--- src/rtl/uart_pkg.sv ---
// Shared UART definitions used by the transmitter and receiver.
// Holds the state encoding and the oversampling ratio.
package uart_pkg;

  localparam int OVERSAMPLE = 16;

  typedef enum logic [2:0] {
    IDLE   = 3'd0,
    START  = 3'd1,
    DATA   = 3'd2,
    PARITY = 3'd3,
    STOP   = 3'd4
  } uart_state_t;

endpackage

--- src/rtl/uart_tx_frame.sv ---
// UART transmitter: start, DBIT data bits LSB first, optional parity, stop.
// Bit timing comes from the shared 16x oversampling s_tick.
module uart_tx_frame
  import uart_pkg::*;
#(
  parameter int DBIT       = 8,
  parameter int SB_TICK    = 16,
  parameter int PARITY_EN  = 0,
  parameter int PARITY_ODD = 0
) (
  input  logic            clk,
  input  logic            reset,
  input  logic            s_tick,
  input  logic            tx_start,
  input  logic [DBIT-1:0] din,
  output logic            tx_busy,
  output logic            tx_done_tick,
  output logic            tx
);

  localparam int SW =
    ($clog2(SB_TICK) > 4) ? $clog2(SB_TICK) : 4;
  localparam int NW =
    ($clog2(DBIT) > 1) ? $clog2(DBIT) : 1;

  localparam logic [SW-1:0] BIT_END  = SW'(OVERSAMPLE - 1);
  localparam logic [SW-1:0] STOP_END = SW'(SB_TICK - 1);
  localparam logic [NW-1:0] LAST_BIT = NW'(DBIT - 1);
  localparam logic          ODD      = (PARITY_ODD != 0);

  uart_state_t     state, state_n;
  logic [SW-1:0]   s, s_n;
  logic [NW-1:0]   n, n_n;
  logic [DBIT-1:0] b, b_n;
  logic            par, par_n;
  logic            done_n, tx_n, busy_n;

  always_comb begin
    state_n = state;
    s_n     = s;
    n_n     = n;
    b_n     = b;
    par_n   = par;
    done_n  = 1'b0;
    unique case (state)
      IDLE: begin
        if (tx_start) begin
          state_n = START;
          s_n     = '0;
          b_n     = din;
          par_n   = (^din) ^ ODD;
        end
      end
      START: begin
        if (s_tick) begin
          if (s == BIT_END) begin
            state_n = DATA;
            s_n     = '0;
            n_n     = '0;
          end else begin
            s_n = s + 1'b1;
          end
        end
      end
      DATA: begin
        if (s_tick) begin
          if (s == BIT_END) begin
            s_n = '0;
            b_n = b >> 1;
            if (n == LAST_BIT)
              state_n = (PARITY_EN != 0) ? PARITY : STOP;
            else
              n_n = n + 1'b1;
          end else begin
            s_n = s + 1'b1;
          end
        end
      end
      PARITY: begin
        if (s_tick) begin
          if (s == BIT_END) begin
            state_n = STOP;
            s_n     = '0;
          end else begin
            s_n = s + 1'b1;
          end
        end
      end
      STOP: begin
        if (s_tick) begin
          if (s == STOP_END) begin
            state_n = IDLE;
            s_n     = '0;
            done_n  = 1'b1;
          end else begin
            s_n = s + 1'b1;
          end
        end
      end
      default: state_n = IDLE;
    endcase
  end

  // Line level is decoded from the state being entered so tx stays a flop.
  always_comb begin
    tx_n   = 1'b1;
    busy_n = (state_n != IDLE);
    unique case (state_n)
      START:   tx_n = 1'b0;
      DATA:    tx_n = b_n[0];
      PARITY:  tx_n = par_n;
      default: tx_n = 1'b1;
    endcase
  end

  always_ff @(posedge clk or posedge reset) begin
    if (reset) begin
      state        <= IDLE;
      s            <= '0;
      n            <= '0;
      b            <= '0;
      par          <= 1'b0;
      tx           <= 1'b1;
      tx_busy      <= 1'b0;
      tx_done_tick <= 1'b0;
    end else begin
      state        <= state_n;
      s            <= s_n;
      n            <= n_n;
      b            <= b_n;
      par          <= par_n;
      tx           <= tx_n;
      tx_busy      <= busy_n;
      tx_done_tick <= done_n;
    end
  end

endmodule

--- config.mk ---
export PLATFORM = sky130hd
export DESIGN_NAME = uart_tx_frame
export DESIGN_NICKNAME = d
export VERILOG_FILES = /design/src/rtl/uart_pkg.sv /design/src/rtl/uart_tx_frame.sv
export SDC_FILE = /design/constraint.sdc
export NUM_CORES = 1
export LEC_CHECK = 0
export ABC_CLOCK_PERIOD_IN_PS = 2400
export CAP_MARGIN = 20
export CORE_MARGIN = 2
export CORE_UTILIZATION = 50
export DETAILED_ROUTE_END_ITERATION = 7
export PLACE_DENSITY = 0.72
export REMOVE_ABC_BUFFERS = 1
export SLEW_MARGIN = 20
export SYNTH_ARGS = -nofsm -noshare
export SYNTH_HDL_FRONTEND = slang
export SYNTH_SLANG_ARGS = --single-unit
--- constraint.sdc ---
create_clock -name clk -period 2.4 [get_ports clk]
set_input_delay 0.48 -clock clk [delete_from_list [all_inputs] [get_ports clk]]
set_output_delay 0.48 -clock clk [all_outputs]
set_load 0.05 [all_outputs]
# After elaboration in Yosys (flattened, before gate mapping)
# Cells that the tools add are included.
# Widths: inputs -> output; s select.
# totals
register_bits	22
latchBits	0
mem_bits_rw	0
romBits	0
n_memories	0
# classes
addsub	2
n_mul	0
n_div	0
n_lt_le_gt_ge	0
n_eq_ne	16
shifts	0
muxes	31
n_bitwise	0
n_reduce_logical	10
# op_table
cell	n
$mux 3	15
$mux 8	3
$pmux 8 s2	1
$pmux 3 s5	1
$eq 3x2->1 const B	4
$mux 4	3
$ne 2x2->1 const B	6
$pmux 4 s2	1
$reduce_xor 8->1	1
$eq 3x1->1 const B	2
$eq 3x3->1 const B	2
$pmux 3 s2	1
$reduce_and 6->1	1
$reduce_bool 2->1	3
$mux 1	5
$add 4x1->4 const B	1
$eq 4x4->1 const B	1
$reduce_and 4->1	1
$reduce_or 4->1	1
$add 3x1->3 const B	1
$logic_not 3->1	1
$pmux 1 s3	1
$reduce_and 3->1	1
$reduce_bool 3->1	1
$ne 2x1->1 const B	1

# Longest topological paths before layout
# depth
depth_word	7
ltp_mapped	6
ltp_nobuf	6

# Least setup slack after synthesis
# No wires, ideal clock.
# synth_timing
path_type	register to register
from	reg s[0]
to	reg b[1]
setup_time_ps	126
arrival_time_ps	1447
t_required_ps	2274
path_slack_ps	827
stages_incl_launch_ff	6
path_cell_list	dfrtp_1 > ha_1 > and4_1 > mux2i_1 > nand2b_1 > a221o_1
# synth_between
elab_chain_cells	3
# synth_lines
element	line	rtl
from (decl)	uart_tx_frame.sv:32	logic [SW-1:0] s, s_n;
from (signal assigned)	uart_tx_frame.sv:128	s <= s_n;
$eq 4x4->1	uart_tx_frame.sv:67	if (s == BIT_END) begin
$ne 2x2->1 (no line)	-	
$reduce_and 4->1 (no line)	-	
to (signal assigned)	uart_tx_frame.sv:130	b <= b_n;
to (decl)	uart_tx_frame.sv:34	logic [DBIT-1:0] b, b_n;
# No other way between the ends.
# A chain may end at the register's enable or synchronous reset.

# Worst setup path after layout
# layout_timing
from	reg tx
to	out tx
# layout_lines
element	line	rtl
from (decl)	uart_tx_frame.sv:18	output logic tx
from (signal assigned)	uart_tx_frame.sv:132	tx <= tx_n;
# No word-level cell between the ends.

==> flow_metrics.tcl <==
set metrics [dict create \
    status "finished clean" \
    cts.sinks 22 \
    synth_compound_area_frac 0.1713 \
    relSlewSlack 0.6239 \
    cts_tree "yes" \
    cts_made_buffers 3 \
    first_pass_iters 4 \
    synth_top_cell_by_area "dfrtp_1" \
    h-tree-depth 1 \
    fin_crit_sh 0.8805 \
    drc 0 \
    cts_buffer_depth 2 \
    die_h_um 53.55 \
    post-dp-hpwl_mm 1.697 \
    sequentialPowerShare 0.449 \
    nNetsFinal 146 \
    clockRootBuffer "clkbuf_4" \
    synthMuxAreaShare 0.05301 \
    setup_violations 0 \
    finalClockSkew_ps 9.602 \
    core_area_um2 2276 \
    ys.warnings.count 0 \
    cp_max_fo 1 \
    p_clk_frac 0.202 \
    hold_buffers 0 \
    rsz0062_at_grt "no" \
    dieArea_um2 2867 \
    routed_via_density 5.772 \
    holdWs_ps 499.1 \
    antenna_found_initial 0 \
    vias 912 \
    num_rows 17 \
    synthSimpleGateAreaFrac 0.2080 \
    required_ps 1920 \
    startpoint_type "flip-flop" \
    synth_edf_count 0 \
    cap_viol_max_count 0 \
    drive_gt1_frac 0.1000 \
    p_comb_frac 0.349 \
    post_drt_wl_per_cell_um 14.15 \
    setup_slack_ps 286.9 \
    final_util 0.6355 \
    dp_worst_setup_slack_ps 207.2 \
    post-cts-setup-buffers 0 \
    antenna_cells 0 \
    yosysTopAreaCellShare 0.4281 \
    slew_viol_final 0 \
    fp.dieW_um 53.55 \
    netlist_instances 114 \
    ys_async_sr_fraction 1.000 \
    irDropWorstVdd_mv 0.9225 \
    finalCriticalPeriod_ps 2113 \
    yosysSeqAreaShare 0.4495 \
    fmax_ghz 0.4732 \
    r2r_start "s[0]" \
    crit_buf_inv 1 \
    synth_xor_area_frac 0.04995 \
    cp-end-kind "output port" \
    grt_max_degree 23 \
    initial_core_util 0.5393 \
    cts.reportedPaths.clkPinSlew_ps 130 \
    intPower_uw 919.5 \
    grt_pass1_wl_mm 3.946 \
    ant_nets 0 \
    hold_violations 0 \
    routed_wirelength_mm 2.236 \
    tightestPinTransition_ps 562.7 \
    io_buffers 14 \
    synth_top_family_by_area "simple AND/OR/NAND/NOR gates" \
    synth_area_leaders "dfrtp_1 (43%), a221o_1 (5.7%), xnor2_1 (5.0%)" \
    setup_tns_ps 0 \
    reg2reg_depth 5 \
    fill_cells 188 \
    crit_slowest_cell "clkdlybuf4s50_1" \
    gp_congestion 0.8525 \
    drt_iter0_drc 15 \
    ys.flop_type "dfrtp_1" \
    finalPower_uw 1395 \
    p_sw_uw 475.2 \
    avgSynthCellArea_um2 10.77 \
    path_depth 1 \
    synth_adder_area_share 0.03058 \
    synthToLayoutAreaGrowth_pct 17.84 \
    post_cts_resize_count 0 \
    rr_endpoint "b[5]" \
    crit_arrival_ps 1630 \
    path_class "flip-flop to output port" \
    swShare 0.3407 \
    critPathMaxStageDelay_ps 790 \
    yosys.cell_types.count 39 \
    overflow 0 \
    rrSetupSlack_ps 600 \
    ioPinCount 15 \
    critical_path.cell_chain "clkdlybuf4s50_1" \
    hp-class "input port to async pin" \
    clock_latency_ps 310 \
    critical_path.top_delay_family "buffers and inverters" \
    ys_seq_elements 22 \
    leakagePower_uw 0.0006382 \
    powerDensity_nw_per_um2 964.3 \
    grt_usage 0.1934 \
    grt_pass1_vias 912 \
    netlist_area_um2 1227 \
]
## power by group through the flow
stage / clock, uW / combinational (uW) / sequential [uW]
after detailed placement: 0 / 490 / 628
after global routing: 309 / 541 / 649
final: 282 / 487 / 626
after CTS: 291 / 489 / 623
after floorplan: 0 / 339 / 641
after global placement: 0 / 477 / 630
## logic make-up (layout without fill, tap and decap cells)
logic type | after synthesis | after routing
simple gates | 39 | 39
xor+xnor | 7 | 7
fa+ha+maj | 3 | 3
buf+inv | 10 | 26
flops | 22 | 22
mux | 6 | 6
compound gates | 27 | 27
## how the worst max path moves through the flow
| stage | from | to | slack [ps] |
|---|---|---|---|
| after floorplan | state[1] | tx | 800 |
| after global placement | s_tick | b[3] | 270 |
| after detailed placement | s_tick | b[5] | 210 |
| after CTS | tx | tx | 270 |
| after global routing | tx | tx | 230 |
| final | tx | tx | 290 |
## synth_stat cells (3+ instances only)
master and instances:
dfrtp_1 21, a221o_1 7, nor2_1 7, xnor2_1 7
and2_1 6, and3_1 6, inv_1 6, a21oi_1 5
nand2b_1 5, mux2_1 4, ha_1 3, nand3_1 3
or3_1 3
## area by class of cell
type	count	area (um^2)	area share
Clock buffer	3	22.52	0.01557
Clock inverter	1	30.03	0.02076
Inverter	6	22.52	0.01557
Multi-Input combinational cell	82	629.4	0.4351
Sequential cell	22	551.8	0.3815
Tap cell	28	35.03	0.02422
Timing Repair Buffer	16	155.1	0.1073
## layer usage
metal / wire [um] / GRT usage / vias to the layer above
li1: - / - / 454
met1: 1078 / 0.2558 / 440
met2: 1080 / 0.3128 / 16
met3: 67 / 0.05833 / 2
met4: 9 / 0.04274 / 0
met5: 0 / 0 / -
## sequential cells by signal, summed over array words and instances (netlist names)
| register | cells |
|---|---|
| b | 8 |
| n | 3 |
| par | 1 |
| s | 4 |
| state | 3 |
| tx | 1 |
| tx_busy | 1 |
| tx_done_tick | 1 |
## stage by stage
step / cells / area (um^2)
2_1_floorplan: 110 / 1204
3_3_place_gp: 154 / 1394
3_5_place_dp: 154 / 1394
4_1_cts: 158 / 1446
5_1_grt: 158 / 1446
6_report: 158 / 1446
## cells in the final DEF (no fill, tap or decap), types with 3 or more instances in the layout
cell type | Yosys | layout
or3_1 | 3 | 3
inv_1 | 6 | 6
ha_1 | 3 | 3
and3_1 | 6 | 6
nor2_1 | 7 | 7
clkdlybuf4s50_1 | 0 | 14
a21oi_1 | 5 | 5
nand2b_1 | 5 | 5
nand3_1 | 3 | 3
clkbuf_4 | 0 | 3
and2_1 | 6 | 6
a221o_1 | 7 | 7
dfrtp_1 | 21 | 21
mux2_1 | 4 | 4
xnor2_1 | 7 | 7
(Power assumes the default switching activity.)
